**config.mk**
```make
export PLATFORM = sky130hd
export DESIGN_NAME = cnn_pe_top_flat
export DESIGN_NICKNAME = d
export VERILOG_FILES = /design/src/rtl/cnn_pe_if.sv /design/src/rtl/cnn_pe_top.sv /design/src/flat_wrapper.sv
export SDC_FILE = /design/constraint.sdc
export NUM_CORES = 2
export LEC_CHECK = 0
export CORE_UTILIZATION = 30
export DETAILED_ROUTE_END_ITERATION = 8
export GPL_TIMING_DRIVEN = 0
export PLACE_DENSITY_LB_ADDON = 0.25
export RECOVER_POWER = 50
export REMOVE_ABC_BUFFERS = 1
export SLEW_MARGIN = 10
export SYNTH_ARGS = -nofsm -noshare
export SYNTH_HDL_FRONTEND = slang
export SYNTH_HIERARCHICAL = 1
export SYNTH_SLANG_ARGS = --single-unit
```
**constraint.sdc**
```tcl
create_clock -name clk -period 25.1 [get_ports clk]
set_input_delay 5.02 -clock clk [delete_from_list [all_inputs] [get_ports clk]]
set_output_delay 5.02 -clock clk [all_outputs]
set_load 0.03 [all_outputs]
```
**src/rtl/cnn_pe_if.sv**
```systemverilog
// cnn_pe_if: host-side bundle of the 1-D convolution processing element.
//   master : host logic (drives control, pushes IFmap/filter words, pops results)
//   slave  : the processing element (cnn_pe_top)
// Signals:
//   start, stride, filter_size          control, sampled when the engine is idle
//   stall_signal                        engine waiting on an empty input or full output FIFO
//   ifmap_buffer_*  / filter_buffer_*   push side: data, write_enable, full, ready (= !full)
//   result_buffer_*                     pop side: out (fall-through head), empty, valid, read_enable
interface cnn_pe_if #(
  parameter int IFMAP_BUFFER_WIDTH  = 18,
  parameter int FILTER_BUFFER_WIDTH = 16,
  parameter int RESULT_BUFFER_WIDTH = 16,
  parameter int STRIDE_WIDTH        = 5,
  parameter int FILTER_SIZE_WIDTH   = 5
);
  logic                           start;
  logic [STRIDE_WIDTH-1:0]        stride;
  logic [FILTER_SIZE_WIDTH-1:0]   filter_size;
  logic                           stall_signal;
  logic [IFMAP_BUFFER_WIDTH-1:0]  ifmap_buffer_in;
  logic                           ifmap_buffer_write_enable;
  logic                           ifmap_buffer_full;
  logic                           ifmap_buffer_ready;
  logic [FILTER_BUFFER_WIDTH-1:0] filter_buffer_in;
  logic                           filter_buffer_write_enable;
  logic                           filter_buffer_full;
  logic                           filter_buffer_ready;
  logic [RESULT_BUFFER_WIDTH-1:0] result_buffer_out;
  logic                           result_buffer_empty;
  logic                           result_buffer_valid;
  logic                           result_buffer_read_enable;

  modport master (
    output start, stride, filter_size,
    output ifmap_buffer_in, ifmap_buffer_write_enable,
    output filter_buffer_in, filter_buffer_write_enable,
    output result_buffer_read_enable,
    input  stall_signal, ifmap_buffer_full, ifmap_buffer_ready,
    input  filter_buffer_full, filter_buffer_ready,
    input  result_buffer_out, result_buffer_empty, result_buffer_valid
  );

  modport slave (
    input  start, stride, filter_size,
    input  ifmap_buffer_in, ifmap_buffer_write_enable,
    input  filter_buffer_in, filter_buffer_write_enable,
    input  result_buffer_read_enable,
    output stall_signal, ifmap_buffer_full, ifmap_buffer_ready,
    output filter_buffer_full, filter_buffer_ready,
    output result_buffer_out, result_buffer_empty, result_buffer_valid
  );
endinterface

```
**src/rtl/cnn_pe_top.sv**
```systemverilog
// cnn_pe_fifo: synchronous first-word fall-through FIFO with registered full/empty flags.
//   clk, rst_n (async active-low), push_i/data_i, pop_i/head_o, full_o, empty_o.
//   Pushes while full and pops while empty are dropped; push and pop together are both honoured.
// cnn_pe_top: 1-D convolution processing element.
//   clk, reset (async active-low), bus (cnn_pe_if.slave).
//   Each IFmap row is convolved with its own freshly loaded filter; one sum per window is
//   pushed into the result FIFO. Rows longer than 2**I_WIDTH-1 words are not supported.
module cnn_pe_fifo #(
  parameter int WIDTH = 16,
  parameter int DEPTH = 12,
  parameter int STEP  = 1
) (
  input  logic             clk,
  input  logic             rst_n,
  input  logic             push_i,
  input  logic [WIDTH-1:0] data_i,
  input  logic             pop_i,
  output logic [WIDTH-1:0] head_o,
  output logic             full_o,
  output logic             empty_o
);
  localparam int AW = (DEPTH > 1) ? $clog2(DEPTH) : 1;
  localparam int CW = $clog2(DEPTH + 1);
  localparam logic [AW-1:0] LAST_PTR = AW'(DEPTH - 1);
  localparam logic [CW-1:0] STEP_C   = CW'(STEP);
  localparam logic [CW-1:0] DEPTH_C  = CW'(DEPTH);

  logic [WIDTH-1:0] mem_q [DEPTH];
  logic [AW-1:0]    wr_ptr_q, wr_ptr_d, rd_ptr_q, rd_ptr_d;
  logic [CW-1:0]    cnt_q, cnt_d;
  logic             full_q, empty_q;
  logic             push_ok_s, pop_ok_s;

  assign push_ok_s = push_i && !full_q;
  assign pop_ok_s  = pop_i && !empty_q;
  assign head_o    = mem_q[rd_ptr_q];
  assign full_o    = full_q;
  assign empty_o   = empty_q;

  // Next pointers (wrapping at DEPTH, which need not be a power of two) and occupancy.
  always_comb begin
    wr_ptr_d = wr_ptr_q;
    rd_ptr_d = rd_ptr_q;
    cnt_d    = cnt_q;
    if (push_ok_s) begin
      wr_ptr_d = (wr_ptr_q == LAST_PTR) ? '0 : wr_ptr_q + AW'(1'b1);
    end else begin
      wr_ptr_d = wr_ptr_q;
    end
    if (pop_ok_s) begin
      rd_ptr_d = (rd_ptr_q == LAST_PTR) ? '0 : rd_ptr_q + AW'(1'b1);
    end else begin
      rd_ptr_d = rd_ptr_q;
    end
    case ({push_ok_s, pop_ok_s})
      2'b10:   cnt_d = cnt_q + STEP_C;
      2'b01:   cnt_d = cnt_q - STEP_C;
      default: cnt_d = cnt_q;
    endcase
  end

  // Storage, pointers and flags.
  always_ff @(posedge clk or negedge rst_n) begin
    if (!rst_n) begin
      for (int i = 0; i < DEPTH; i++) begin
        mem_q[i] <= '0;
      end
      wr_ptr_q <= '0;
      rd_ptr_q <= '0;
      cnt_q    <= '0;
      full_q   <= 1'b0;
      empty_q  <= 1'b1;
    end else begin
      if (push_ok_s) begin
        mem_q[wr_ptr_q] <= data_i;
      end
      wr_ptr_q <= wr_ptr_d;
      rd_ptr_q <= rd_ptr_d;
      cnt_q    <= cnt_d;
      full_q   <= (cnt_d == DEPTH_C);
      empty_q  <= (cnt_d == '0);
    end
  end
endmodule

module cnn_pe_top #(
  parameter int IFMAP_BUFFER_WIDTH      = 18,
  parameter int IF_ADDR_WIDTH           = 4,
  parameter int IF_PAD_LENGTH           = 12,
  parameter int IF_BUFFER_COLUMNS       = 12,
  parameter int IF_BUFFER_PAR_WRITE     = 1,
  parameter int FILTER_BUFFER_WIDTH     = 16,
  parameter int FILTER_SIZE_WIDTH       = 5,
  parameter int FILTER_ADDR_WIDTH       = 4,
  parameter int FILTER_PAD_LENGTH       = 16,
  parameter int FILTER_BUFFER_COLUMNS   = 16,
  parameter int FILTER_BUFFER_PAR_WRITE = 1,
  parameter int RESULT_BUFFER_WIDTH     = 16,
  parameter int RESULT_BUFFER_COLUMNS   = 64,
  parameter int RESULT_BUFFER_PAR_READ  = 1,
  parameter int ADD_OUT_WIDTH           = 16,
  parameter int MULT_WIDTH              = 32,
  parameter int STRIDE_WIDTH            = 5,
  parameter int I_WIDTH                 = 5
) (
  input logic     clk,
  input logic     reset,
  cnn_pe_if.slave bus
);
  localparam int DW     = IFMAP_BUFFER_WIDTH - 2;
  localparam int FS_MAX = (IF_PAD_LENGTH < FILTER_PAD_LENGTH) ? IF_PAD_LENGTH : FILTER_PAD_LENGTH;
  localparam logic [FILTER_SIZE_WIDTH-1:0] FS_MAX_C = FILTER_SIZE_WIDTH'(FS_MAX);

  typedef enum logic [2:0] {
    IDLE      = 3'd0,
    LOAD_FILT = 3'd1,
    FILL      = 3'd2,
    MAC       = 3'd3,
    WRITE     = 3'd4,
    NEXT_ROW  = 3'd5
  } state_t;

  // Row position -> circular pad slot; positions never exceed 4*IF_PAD_LENGTH here.
  function automatic logic [IF_ADDR_WIDTH-1:0] wrap_if(input logic [7:0] pos);
    logic [7:0] v;
    v = pos;
    for (int i = 0; i < 4; i++) begin
      if (v >= 8'(IF_PAD_LENGTH)) begin
        v = v - 8'(IF_PAD_LENGTH);
      end else begin
        v = v;
      end
    end
    return IF_ADDR_WIDTH'(v);
  endfunction

  state_t                         state_q, state_d;
  logic [STRIDE_WIDTH-1:0]        stride_q, stride_d;
  logic [FILTER_SIZE_WIDTH-1:0]   fs_q, fs_d;
  logic [I_WIDTH-1:0]             p_q, p_d;       // row position of the current window
  logic [I_WIDTH-1:0]             rcv_q, rcv_d;   // words of the current row received so far
  logic                           end_q, end_d;   // end-flag word of the current row received
  logic [FILTER_ADDR_WIDTH-1:0]   k_q, k_d;       // tap index (filter load and MAC)
  logic [ADD_OUT_WIDTH-1:0]       acc_q, acc_d;
  logic [DW-1:0]                  if_pad_q [IF_PAD_LENGTH];
  logic [FILTER_BUFFER_WIDTH-1:0] f_pad_q  [FILTER_PAD_LENGTH];

  logic [IFMAP_BUFFER_WIDTH-1:0]  ifm_head_s;
  logic                           ifm_full_s, ifm_empty_s, ifm_pop_s;
  logic [FILTER_BUFFER_WIDTH-1:0] flt_head_s;
  logic                           flt_full_s, flt_empty_s, flt_pop_s;
  logic [RESULT_BUFFER_WIDTH-1:0] res_head_s;
  logic                           res_full_s, res_empty_s, res_push_s;
  logic                           stall_s, cfg_ok_s, last_tap_s, win_ready_s;
  logic                           if_wr_en_s, f_wr_en_s;
  logic [IF_ADDR_WIDTH-1:0]       if_wr_idx_s, if_rd_idx_s;
  logic [I_WIDTH:0]               win_end_s, p_sum_s;
  logic [MULT_WIDTH-1:0]          prod_s;

  cnn_pe_fifo #(.WIDTH(IFMAP_BUFFER_WIDTH), .DEPTH(IF_BUFFER_COLUMNS), .STEP(IF_BUFFER_PAR_WRITE)) u_ifm_fifo (
    .clk(clk), .rst_n(reset), .push_i(bus.ifmap_buffer_write_enable), .data_i(bus.ifmap_buffer_in),
    .pop_i(ifm_pop_s), .head_o(ifm_head_s), .full_o(ifm_full_s), .empty_o(ifm_empty_s));

  cnn_pe_fifo #(.WIDTH(FILTER_BUFFER_WIDTH), .DEPTH(FILTER_BUFFER_COLUMNS), .STEP(FILTER_BUFFER_PAR_WRITE)) u_flt_fifo (
    .clk(clk), .rst_n(reset), .push_i(bus.filter_buffer_write_enable), .data_i(bus.filter_buffer_in),
    .pop_i(flt_pop_s), .head_o(flt_head_s), .full_o(flt_full_s), .empty_o(flt_empty_s));

  cnn_pe_fifo #(.WIDTH(RESULT_BUFFER_WIDTH), .DEPTH(RESULT_BUFFER_COLUMNS), .STEP(RESULT_BUFFER_PAR_READ)) u_res_fifo (
    .clk(clk), .rst_n(reset), .push_i(res_push_s), .data_i(RESULT_BUFFER_WIDTH'(acc_q)),
    .pop_i(bus.result_buffer_read_enable), .head_o(res_head_s), .full_o(res_full_s), .empty_o(res_empty_s));

  assign bus.ifmap_buffer_full   = ifm_full_s;
  assign bus.ifmap_buffer_ready  = !ifm_full_s;
  assign bus.filter_buffer_full  = flt_full_s;
  assign bus.filter_buffer_ready = !flt_full_s;
  assign bus.result_buffer_out   = res_head_s;
  assign bus.result_buffer_empty = res_empty_s;
  assign bus.result_buffer_valid = !res_empty_s;
  assign bus.stall_signal        = stall_s;

  assign cfg_ok_s    = (bus.stride != '0) && (bus.filter_size != '0) && (bus.filter_size <= FS_MAX_C);
  assign last_tap_s  = (FILTER_SIZE_WIDTH'(k_q) == (fs_q - FILTER_SIZE_WIDTH'(1'b1)));
  assign win_end_s   = (I_WIDTH+1)'(p_q) + (I_WIDTH+1)'(fs_q);
  assign win_ready_s = ((I_WIDTH+1)'(rcv_q) >= win_end_s);
  assign p_sum_s     = (I_WIDTH+1)'(p_q) + (I_WIDTH+1)'(stride_q);
  assign if_rd_idx_s = wrap_if(8'(p_q) + 8'(k_q));
  assign prod_s      = MULT_WIDTH'(if_pad_q[if_rd_idx_s]) * MULT_WIDTH'(f_pad_q[k_q]);

  // Sequencer: next state, FIFO pops/pushes, pad writes and stall.
  always_comb begin
    state_d     = state_q;
    stride_d    = stride_q;
    fs_d        = fs_q;
    p_d         = p_q;
    rcv_d       = rcv_q;
    end_d       = end_q;
    k_d         = k_q;
    acc_d       = acc_q;
    ifm_pop_s   = 1'b0;
    flt_pop_s   = 1'b0;
    res_push_s  = 1'b0;
    stall_s     = 1'b0;
    if_wr_en_s  = 1'b0;
    if_wr_idx_s = '0;
    f_wr_en_s   = 1'b0;
    case (state_q)
      IDLE: begin
        if (bus.start && cfg_ok_s) begin
          stride_d = bus.stride;
          fs_d     = bus.filter_size;
          k_d      = '0;
          state_d  = LOAD_FILT;
        end else begin
          state_d  = IDLE;
        end
      end
      LOAD_FILT: begin
        if (flt_empty_s) begin
          stall_s = 1'b1;
        end else begin
          flt_pop_s = 1'b1;
          f_wr_en_s = 1'b1;
          if (last_tap_s) begin
            k_d     = '0;
            p_d     = '0;
            rcv_d   = '0;
            end_d   = 1'b0;
            state_d = FILL;
          end else begin
            k_d = k_q + FILTER_ADDR_WIDTH'(1'b1);
          end
        end
      end
      FILL: begin
        if (win_ready_s) begin
          k_d     = '0;
          state_d = MAC;
        end else if (end_q) begin
          state_d = NEXT_ROW;
        end else if (ifm_empty_s) begin
          stall_s = 1'b1;
        end else begin
          ifm_pop_s  = 1'b1;
          if_wr_en_s = 1'b1;
          end_d      = ifm_head_s[IFMAP_BUFFER_WIDTH-2];
          if (ifm_head_s[IFMAP_BUFFER_WIDTH-1]) begin
            // Start flag: this word is position 0 of a new row, earlier words are dropped.
            p_d         = '0;
            rcv_d       = I_WIDTH'(1'b1);
            if_wr_idx_s = '0;
          end else begin
            // Words below p land in freed slots; the write is harmless.
            rcv_d       = (rcv_q == '1) ? rcv_q : rcv_q + I_WIDTH'(1'b1);
            if_wr_idx_s = wrap_if(8'(rcv_q));
          end
        end
      end
      MAC: begin
        acc_d = ((k_q == '0) ? '0 : acc_q) + ADD_OUT_WIDTH'(prod_s);
        if (last_tap_s) begin
          state_d = WRITE;
        end else begin
          k_d = k_q + FILTER_ADDR_WIDTH'(1'b1);
        end
      end
      WRITE: begin
        if (res_full_s) begin
          stall_s = 1'b1;
        end else begin
          res_push_s = 1'b1;
          // Saturating p keeps an oversized stride from wrapping back into the row.
          p_d        = p_sum_s[I_WIDTH] ? '1 : p_sum_s[I_WIDTH-1:0];
          state_d    = FILL;
        end
      end
      NEXT_ROW: begin
        k_d     = '0;
        state_d = LOAD_FILT;
      end
      default: begin
        state_d = IDLE;
      end
    endcase
  end

  // State registers and scratchpads.
  always_ff @(posedge clk or negedge reset) begin
    if (!reset) begin
      state_q  <= IDLE;
      stride_q <= '0;
      fs_q     <= '0;
      p_q      <= '0;
      rcv_q    <= '0;
      end_q    <= 1'b0;
      k_q      <= '0;
      acc_q    <= '0;
      for (int i = 0; i < IF_PAD_LENGTH; i++) begin
        if_pad_q[i] <= '0;
      end
      for (int i = 0; i < FILTER_PAD_LENGTH; i++) begin
        f_pad_q[i] <= '0;
      end
    end else begin
      state_q  <= state_d;
      stride_q <= stride_d;
      fs_q     <= fs_d;
      p_q      <= p_d;
      rcv_q    <= rcv_d;
      end_q    <= end_d;
      k_q      <= k_d;
      acc_q    <= acc_d;
      if (if_wr_en_s) begin
        if_pad_q[if_wr_idx_s] <= ifm_head_s[DW-1:0];
      end
      if (f_wr_en_s) begin
        f_pad_q[k_q] <= flt_head_s;
      end
    end
  end
endmodule

```
**src/flat_wrapper.sv**
```systemverilog
// flat-port wrapper written by rule: the top's interface ports become plain ports
module cnn_pe_top_flat 
#(
  parameter int IFMAP_BUFFER_WIDTH      = 18,
  parameter int IF_ADDR_WIDTH           = 4,
  parameter int IF_PAD_LENGTH           = 12,
  parameter int IF_BUFFER_COLUMNS       = 12,
  parameter int IF_BUFFER_PAR_WRITE     = 1,
  parameter int FILTER_BUFFER_WIDTH     = 16,
  parameter int FILTER_SIZE_WIDTH       = 5,
  parameter int FILTER_ADDR_WIDTH       = 4,
  parameter int FILTER_PAD_LENGTH       = 16,
  parameter int FILTER_BUFFER_COLUMNS   = 16,
  parameter int FILTER_BUFFER_PAR_WRITE = 1,
  parameter int RESULT_BUFFER_WIDTH     = 16,
  parameter int RESULT_BUFFER_COLUMNS   = 64,
  parameter int RESULT_BUFFER_PAR_READ  = 1,
  parameter int ADD_OUT_WIDTH           = 16,
  parameter int MULT_WIDTH              = 32,
  parameter int STRIDE_WIDTH            = 5,
  parameter int I_WIDTH                 = 5
)
  (clk, reset, bus_start, bus_stride, bus_filter_size, bus_ifmap_buffer_in, bus_ifmap_buffer_write_enable, bus_filter_buffer_in, bus_filter_buffer_write_enable, bus_result_buffer_read_enable, bus_stall_signal, bus_ifmap_buffer_full, bus_ifmap_buffer_ready, bus_filter_buffer_full, bus_filter_buffer_ready, bus_result_buffer_out, bus_result_buffer_empty, bus_result_buffer_valid);
  cnn_pe_if #(.IFMAP_BUFFER_WIDTH(IFMAP_BUFFER_WIDTH), .FILTER_BUFFER_WIDTH(FILTER_BUFFER_WIDTH), .RESULT_BUFFER_WIDTH(RESULT_BUFFER_WIDTH), .STRIDE_WIDTH(STRIDE_WIDTH), .FILTER_SIZE_WIDTH(FILTER_SIZE_WIDTH)) bus_i ();
  input logic clk;
  input logic reset;
  input wire logic [$bits(bus_i.start)-1:0] bus_start;
  input wire logic [$bits(bus_i.stride)-1:0] bus_stride;
  input wire logic [$bits(bus_i.filter_size)-1:0] bus_filter_size;
  input wire logic [$bits(bus_i.ifmap_buffer_in)-1:0] bus_ifmap_buffer_in;
  input wire logic [$bits(bus_i.ifmap_buffer_write_enable)-1:0] bus_ifmap_buffer_write_enable;
  input wire logic [$bits(bus_i.filter_buffer_in)-1:0] bus_filter_buffer_in;
  input wire logic [$bits(bus_i.filter_buffer_write_enable)-1:0] bus_filter_buffer_write_enable;
  input wire logic [$bits(bus_i.result_buffer_read_enable)-1:0] bus_result_buffer_read_enable;
  output wire logic [$bits(bus_i.stall_signal)-1:0] bus_stall_signal;
  output wire logic [$bits(bus_i.ifmap_buffer_full)-1:0] bus_ifmap_buffer_full;
  output wire logic [$bits(bus_i.ifmap_buffer_ready)-1:0] bus_ifmap_buffer_ready;
  output wire logic [$bits(bus_i.filter_buffer_full)-1:0] bus_filter_buffer_full;
  output wire logic [$bits(bus_i.filter_buffer_ready)-1:0] bus_filter_buffer_ready;
  output wire logic [$bits(bus_i.result_buffer_out)-1:0] bus_result_buffer_out;
  output wire logic [$bits(bus_i.result_buffer_empty)-1:0] bus_result_buffer_empty;
  output wire logic [$bits(bus_i.result_buffer_valid)-1:0] bus_result_buffer_valid;
  assign bus_i.start = bus_start;
  assign bus_i.stride = bus_stride;
  assign bus_i.filter_size = bus_filter_size;
  assign bus_i.ifmap_buffer_in = bus_ifmap_buffer_in;
  assign bus_i.ifmap_buffer_write_enable = bus_ifmap_buffer_write_enable;
  assign bus_i.filter_buffer_in = bus_filter_buffer_in;
  assign bus_i.filter_buffer_write_enable = bus_filter_buffer_write_enable;
  assign bus_i.result_buffer_read_enable = bus_result_buffer_read_enable;
  assign bus_stall_signal = bus_i.stall_signal;
  assign bus_ifmap_buffer_full = bus_i.ifmap_buffer_full;
  assign bus_ifmap_buffer_ready = bus_i.ifmap_buffer_ready;
  assign bus_filter_buffer_full = bus_i.filter_buffer_full;
  assign bus_filter_buffer_ready = bus_i.filter_buffer_ready;
  assign bus_result_buffer_out = bus_i.result_buffer_out;
  assign bus_result_buffer_empty = bus_i.result_buffer_empty;
  assign bus_result_buffer_valid = bus_i.result_buffer_valid;
  cnn_pe_top #(.IFMAP_BUFFER_WIDTH(IFMAP_BUFFER_WIDTH), .IF_ADDR_WIDTH(IF_ADDR_WIDTH), .IF_PAD_LENGTH(IF_PAD_LENGTH), .IF_BUFFER_COLUMNS(IF_BUFFER_COLUMNS), .IF_BUFFER_PAR_WRITE(IF_BUFFER_PAR_WRITE), .FILTER_BUFFER_WIDTH(FILTER_BUFFER_WIDTH), .FILTER_SIZE_WIDTH(FILTER_SIZE_WIDTH), .FILTER_ADDR_WIDTH(FILTER_ADDR_WIDTH), .FILTER_PAD_LENGTH(FILTER_PAD_LENGTH), .FILTER_BUFFER_COLUMNS(FILTER_BUFFER_COLUMNS), .FILTER_BUFFER_PAR_WRITE(FILTER_BUFFER_PAR_WRITE), .RESULT_BUFFER_WIDTH(RESULT_BUFFER_WIDTH), .RESULT_BUFFER_COLUMNS(RESULT_BUFFER_COLUMNS), .RESULT_BUFFER_PAR_READ(RESULT_BUFFER_PAR_READ), .ADD_OUT_WIDTH(ADD_OUT_WIDTH), .MULT_WIDTH(MULT_WIDTH), .STRIDE_WIDTH(STRIDE_WIDTH), .I_WIDTH(I_WIDTH)) u_core (.clk(clk), .reset(reset), .bus(bus_i));
endmodule
```
Yosys cells after proc, flatten, opt, wreduce, memory -nomap -nowiden
Index checks and enable logic that the tools add are counted.
- bits in latches: 0
- ROM bits: 0
- word-level logic and storage cells: 392
- memory bits (writable): 0
- memories: 0
- register bits after elaboration: 2038
- output and inout port bits: 23
- input port bits: 50
- div/mod/pow operators: 0
- $add $sub $neg: 27
- shift-type cells: 0
- reductions and logical operators: 36
- bitwise operators: 9
- multipliers: 1
- equality and inequality tests: 35
- order comparisons: 24
- muxes and demuxes: 117
- operator list (operator ; count):
    bitwise mux 1024 bit ; 1
    bitwise mux 256 bit ; 2
    bitwise mux 216 bit ; 1
    two-way mux 16 bit ; 13
    binary-select mux 16 bit (select 4 bit) ; 3
    bitwise mux 192 bit ; 1
    demux 16 bit (select 4 bit) ; 3
    two-way mux 8 bit ; 21
    binary-select mux 16 bit (select 6 bit) ; 1
    demux 16 bit (select 6 bit) ; 1
    binary-select mux 18 bit (select 4 bit) ; 1
    demux 18 bit (select 4 bit) ; 1
    two-way mux 5 bit ; 13
    two-way mux 4 bit ; 16
    >= comparator 8 x 4 -> 1 bit, second input constant ; 7
    two-way mux 18 bit ; 3
    subtractor 8 x 4 -> 8 bit, second input constant ; 5
    >= comparator 5 bit, second input constant ; 7
    inverter 4 -> 5 bit ; 7
    adder 4 x 1 -> 4 bit, second input constant ; 6
    equality test 4 bit, second input constant ; 5
    less-than comparator 5 x 1 -> 1 bit, second input constant ; 4
    one-hot mux 4 bit (5 select lines) ; 1
    one-hot mux 5 bit (2 select lines) ; 2
    other kinds (54) ; 124

Logic depth before layout (Yosys ltp)
- depth after elaboration: 36
- depth in mapped cells: 59
- gate-level depth less buffers: 55

Modules after synthesis
The synthesis kept the hierarchy.
- modules (own cells, without submodules) (module ; seq. area each (um^2) ; area an instance (um^2) ; times used ; cells each):
    cnn_pe_fifo (u_core.u_res_fifo) ; 26151.3 ; 48084.9 ; 1 ; 3144
    cnn_pe_top ; 12311.8 ; 28452.3 ; 1 ; 2234
    cnn_pe_fifo (u_core.u_flt_fifo) ; 6782.8 ; 12323.1 ; 1 ; 757
    cnn_pe_fifo (u_core.u_ifm_fifo) ; 5756.8 ; 10690.3 ; 1 ; 697

Worst setup path before layout
Ideal clock, no wire load.
- path type: register -> register
- start: register u_core.p_q[0]
- end: register u_core.acc_q[15]
- cell stages (with the launch flop): 56
- buffers on the path: 5
- clock period less this slack: 12195 ps
- library setup time: 77 ps
- required time: 25023 ps
- setup slack: 12905 ps
- arrival time: 12118 ps
- cells stage by stage: dfrtp_1 > ha_1 > fa_1 > buf_2 > xnor2_1 > inv_1 > ha_1 > and2_1 > clkbuf_1 > nor2_1 > mux2_2 > ha_1 > o21bai_1 > nor4_4 > nor3_1 > nor2_1 > inv_1 > ha_1 > [... 20 more ...] > ha_1 > inv_1 > fa_1 > inv_1 > ha_1 > a21boi_0 > o21ai_0 > a21boi_0 > o21ai_0 > a21oi_1 > o21ai_0 > nand2b_1 > a21o_1 > a21oi_1 > xnor2_1 > xnor2_1 > xnor3_1 > o21ai_1
- word-level cells in the longest chain between the ends: 15
- elaborated cells between the ends (all ways): 19
- those cells by class: 6 x add/sub; 1 x mul; 4 x order compare; 7 x mux; 1 x bitwise
- RTL lines (what ; RTL line ; RTL):
    start, declared ; cnn_pe_top.sv:140 ; logic [I_WIDTH-1:0] p_q, p_d;
    start signal, assigned ; cnn_pe_top.sv:307 ; p_q <= p_d;
    adder 5 x 4 -> 6 bit * ; cnn_pe_top.sv:186 ; assign if_rd_idx_s = wrap_if(8'(p_q) + 8'(k_q));
    subtractor 8 x 4 -> 8 bit or >= comparator 8 x 4 -> 1 bit (tied branches) ; cnn_pe_top.sv:129, cnn_pe_top.sv:128 ;
    two-way mux 8 bit * ; cnn_pe_top.sv:128 ; if (v >= 8'(IF_PAD_LENGTH)) begin
    subtractor 8 x 4 -> 8 bit or >= comparator 8 x 4 -> 1 bit (tied branches) ; cnn_pe_top.sv:129, cnn_pe_top.sv:128 ;
    two-way mux 8 bit * ; cnn_pe_top.sv:128 ;
    subtractor 8 x 4 -> 8 bit or >= comparator 8 x 4 -> 1 bit (tied branches) ; cnn_pe_top.sv:129, cnn_pe_top.sv:128 ;
    two-way mux 8 bit * ; cnn_pe_top.sv:128 ;
    >= comparator 8 x 4 -> 1 bit or subtractor 4 bit (tied branches) ; cnn_pe_top.sv:128, cnn_pe_top.sv:129 ;
    two-way mux 4 bit * ; cnn_pe_top.sv:128 ;
    inverter 4 -> 5 bit (implied by the code) * ; cnn_pe_top.sv:187 ; assign prod_s = MULT_WIDTH'(if_pad_q[if_rd_idx_s]) * MULT_WIDTH'(f_pad_q[k_q]);
    binary-select mux 16 bit (select 4 bit) * ; cnn_pe_top.sv:187 ;
    two-way mux 16 bit (implied by the code) * (2 in a row) ; cnn_pe_top.sv:187 ;
    multiplier 16 x 16 -> 16 bit * ; cnn_pe_top.sv:187 ;
    adder 16 bit * ; cnn_pe_top.sv:259 ; acc_d = ((k_q == '0) ? '0 : acc_q) + ADD_OUT_WIDTH'(prod_s);
    end signal, assigned ; cnn_pe_top.sv:296 ; acc_q <= '0;
    end signal, assigned ; cnn_pe_top.sv:311 ; acc_q <= acc_d;
    end, declared ; cnn_pe_top.sv:144 ; logic [ADD_OUT_WIDTH-1:0] acc_q, acc_d;
Every way passes the cells marked *; elsewhere a longest branch is shown, timed or not. The select of a mux whose other input is x is not followed.
A chain may end at the register's enable or synchronous reset.

==> flow_metrics.env <==
export IMPL_p_seq_share_pct=29.3
export IMPL_antenna_found_initial=10
export IMPL_synthDistinctLibCells=98
export IMPL_htree_levels=4
export IMPL_synth_edf_count=0
export IMPL_grt_pass1_wl_um=398000
export IMPL_hp_start="u_core/u_flt_fifo/cnt_q[4]$_DFF_PN0_"
export IMPL_swShare_pct=39.6
export IMPL_cp_common_cell="clkbuf_1"
export IMPL_drv_cap=24
export IMPL_layout_min_cycle_time_ns=17.38
export IMPL_cts_buffer_depth=4
export IMPL_firstDrtPassIters=7
export IMPL_run_status="finished, violations left"
export IMPL_rsz0062_at_grt="false"
export IMPL_slowest_delay_ns=5.43
export IMPL_synth_warnings=6
export IMPL_portBuffers=72
export IMPL_placed_area_um2=106000
export IMPL_worst_path_max_delay_cell="clkbuf_1"
export IMPL_ant_nets=0
export IMPL_avgViaCountPerCell=5.06
export IMPL_initial_core_util_pct=30.1
export IMPL_syn_avg_cell_area_um2=14.6
export IMPL_clkTransAtPathRegs_ns=0.06
export IMPL_synth_top_family_by_area="multiplexers"
export IMPL_wl_per_cell_um=23.1
export IMPL_die_w_um=578
export IMPL_stdcell_area_um2=113000
export IMPL_synthAdderAreaFrac_pct=3.27
export IMPL_syn_to_final_growth_pct=13.7
export IMPL_setup_viol=0
export IMPL_nNetsFinal=6923
export IMPL_synth_main_ff_cell="dfrtp_1"
export IMPL_cts_resized=0
export IMPL_fin_crit_sh_pct=69.3
export IMPL_drc=0
export IMPL_crit_type="input port to asynchronous set/reset pin"
export IMPL_num_vias=56900
export IMPL_insertion_delay_ns=0.92
export IMPL_wl_um=260000
export IMPL_seq_area_frac_synth_pct=51.2
export IMPL_max_freq_mhz=57.5
export IMPL_final_max_slew_viol_count=891
export IMPL_endpoint_kind="asynchronous set/reset pin"
export IMPL_tightest_slew_ns=8.56
export IMPL_hold_viol_final=0
export IMPL_grt_start_max_net_pins=163
export IMPL_clock_root_buffer="clkbuf_16"
export IMPL_fin_skew_ns=0.0805
export IMPL_met1_usage_pct=21.6
export IMPL_clkPwrFrac_pct=23.2
export IMPL_synth_xor_area_share_pct=0.728
export IMPL_r2r_start="u_core/k_q[0]$_DFFE_PN0P_"
export IMPL_startpoint_type="input port"
export IMPL_grt_pass1_vias=61700
export IMPL_syn_inst=6832
export IMPL_track_usage_pct=15.6
export IMPL_clkSinkCount=2038
export IMPL_muxShareOfSynthArea_pct=34.9
export IMPL_cts_tree="built"
export IMPL_p_leak_uw=0.0515
export IMPL_slew_headroom_pct=-470
export IMPL_grt_use_met2_pct=25.4
export IMPL_boundaryPins=73
export IMPL_ys_seq_elements=2038
export IMPL_tns_ns=0
export IMPL_min_path_type="flip-flop to flip-flop"
export IMPL_postCtsSetupRepairBufs=0
export IMPL_ir_drop_mv=0.308
export IMPL_num_rows=211
export IMPL_p_switching_uw=6130
export IMPL_die_area_um2=334000
export IMPL_drt_iter0_markers=3395
export IMPL_globalplace_congestion=0.763
export IMPL_yosys_area_share_simple_pct=3.56
export IMPL_core_um2=330000
export IMPL_cpLargestDelayFamily="buffers and inverters"
export IMPL_required_ns=24.82
export IMPL_gr_total_overflow=0
export IMPL_ys_async_sr_fraction_pct=100
export IMPL_path_cells="clkbuf_1 > clkbuf_1 > clkbuf_1"
export IMPL_fillCellCount=31700
export IMPL_gr_max_usage_layer="met2"
export IMPL_worst_path_buf_inv=3
export IMPL_grtUsageMet3_pct=2.34
export IMPL_critPathArrivalTime_ns=17.11
export IMPL_internal_power_uw=9340
export IMPL_critical_path_max_fanout=142
export IMPL_startpoint="reset"
export IMPL_p_comb_share_pct=47.5
export IMPL_drive_gt1_share_pct=41.3
export IMPL_violations="capacitance limit, slew limit"
export IMPL_hold_buffers=0
export IMPL_power_density_nw_per_um2=137
export IMPL_synth_compound_area_share_pct=3.01
export IMPL_numCtsBuffers=228
export IMPL_dpl_hpwl_um=157000
export IMPL_die_h_um=578
export IMPL_netlist_area_um2=99600
[metrics by stage]
stage,utilization [%],hold slack (ns),power [uW],std cells,setup WS (ns)
after floorplan,-,0.445,9730,6284,7.98
after global placement,31.3,0.459,12100,10700,-73.23
after detailed placement,32.0,0.458,12000,10800,9.89
after CTS,34.4,0.470,15700,11200,9.84
after global routing,34.3,0.491,16700,11200,4.57
final,34.3,0.468,15500,11200,7.72
[flip-flops by register name, indices dropped and copies added, names as in the netlist, 3 cells and up]
register,cells
u_core/p_q,5
u_core/u_flt_fifo/rd_ptr_q,4
u_core/u_ifm_fifo/cnt_q,4
u_core/u_res_fifo/rd_ptr_q,6
u_core/u_flt_fifo/wr_ptr_q,4
u_core/u_ifm_fifo/rd_ptr_q,4
u_core/u_flt_fifo/cnt_q,5
u_core/f_pad_q,256
u_core/rcv_q,5
u_core/u_res_fifo/mem_q,1024
u_core/stride_q,5
u_core/if_pad_q,192
u_core/u_ifm_fifo/mem_q,216
u_core/state_q,3
u_core/u_res_fifo/cnt_q,7
u_core/fs_q,5
u_core/k_q,4
u_core/u_ifm_fifo/wr_ptr_q,4
u_core/u_flt_fifo/mem_q,256
u_core/u_res_fifo/wr_ptr_q,6
u_core/acc_q,16
[layout by cell type, fill, tap and decap left out, drive strengths merged, types with 8 or more instances in the layout]
master	count
dfrtp	2035
o211ai	9
clkbuf	345
nand3	52
and2	27
nor4	8
a22oi	83
bufinv	31
ha	105
a31o	8
fa	97
o21ai	90
a21o	24
or2	21
a211oi	32
buf	64
nand3b	8
a21oi	88
clkinv	52
xnor2	51
nand4	14
a311o	8
xor2	16
nand2	244
mux2i	124
a31oi	15
mux4	497
nor2	163
nor2b	54
nand2b	35
nor3b	11
inv	224
nor3	28
o22ai	27
and3	15
clkdlybuf4s50	71
mux2	1983
[Yosys cell counts (all sizes together), types with 90 or more instances]
cell type | count | area share [%]
o21ai | 90 | 0.45
clkbuf | 339 | 1.3
mux2 | 1983 | 22
inv | 217 | 0.82
nand2 | 244 | 0.92
buf | 209 | 1.2
dfrtp | 2035 | 51
ha | 105 | 1.3
nor2 | 163 | 0.69
mux2i | 124 | 1.3
mux4 | 497 | 11
fa | 97 | 2.0
[logic make-up after synthesis]
| family | after synthesis |
|---|---|
| buffers and inverters | 766 |
| DFF | 2038 |
| xor gates and xnor gates | 73 |
| AOI/OAI and AO/OA | 445 |
| muxes | 2604 |
| adders and majority gates | 202 |
| and+or+nand+nor | 704 |
[final cells by class]
type | count | area, um^2 | area share [%]
inverter | 218 | 820 | 0.724
tap | 4366 | 5460 | 4.83
timing repair buffer | 157 | 2250 | 1.99
clock inverter | 96 | 1420 | 1.26
sequential | 2038 | 51100 | 45.1
antenna | 6 | 15.0 | 0.0133
clock buffer | 323 | 6670 | 5.89
multi-input combinational | 4028 | 45500 | 40.2
[power by group through the flow]
| stage | Sequential, uW | Clock [uW] | Combinational, uW |
|---|---|---|---|
| 2_1_floorplan | 4510 | 0 | 5220 |
| 3_3_place_gp | 5030 | 0 | 7120 |
| 3_5_place_dp | 4600 | 0 | 7420 |
| 4_1_cts | 4550 | 3700 | 7480 |
| 5_1_grt | 4640 | 3830 | 8210 |
| 6_report | 4540 | 3590 | 7350 |
[layer usage]
layer / part of all wire [%] / vias up / wire [um]
li1: - / 24700 / -
met1: 46 / 30900 / 120000
met2: 47 / 931 / 123000
met3: 3.9 / 351 / 10100
met4: 2.5 / 6 / 6520
met5: 0.013 / - / 34
[worst register-to-register path: cells and delay by family, from the launching register on]
kind	cells	cell delay, ns
adder cells (fa/ha/maj)	13	4.58
AO/OA/AOI/OAI	14	3.83
AND/OR/NAND/NOR	11	3.06
buffers and inverters	8	1.01
XOR/XNOR	4	1.23
flip-flops	1	0.59
multiplexers	2	0.77
[path summary, 6_finish.rpt]
path | slack, ns | depth (start not counted) | to
worst min-delay path | 0.47 | 1 | u_core/u_flt_fifo/cnt_q[4]$_DFF_PN0_
worst max-delay path | 7.72 | 3 | u_core/if_pad_q[124]$_DFFE_PN0P_
worst min register to register | 0.47 | 1 | u_core/u_flt_fifo/cnt_q[4]$_DFF_PN0_
worst max register to register | 9.94 | 52 | u_core/acc_q[15]$_DFFE_PN0N_
min in group asynchronous | 5.26 | 1 | u_core/u_res_fifo/mem_q[884]$_DFFE_PN0P_
max in group clk | 9.94 | 52 | u_core/acc_q[15]$_DFFE_PN0N_
Power figures use the tool's default switching activity.
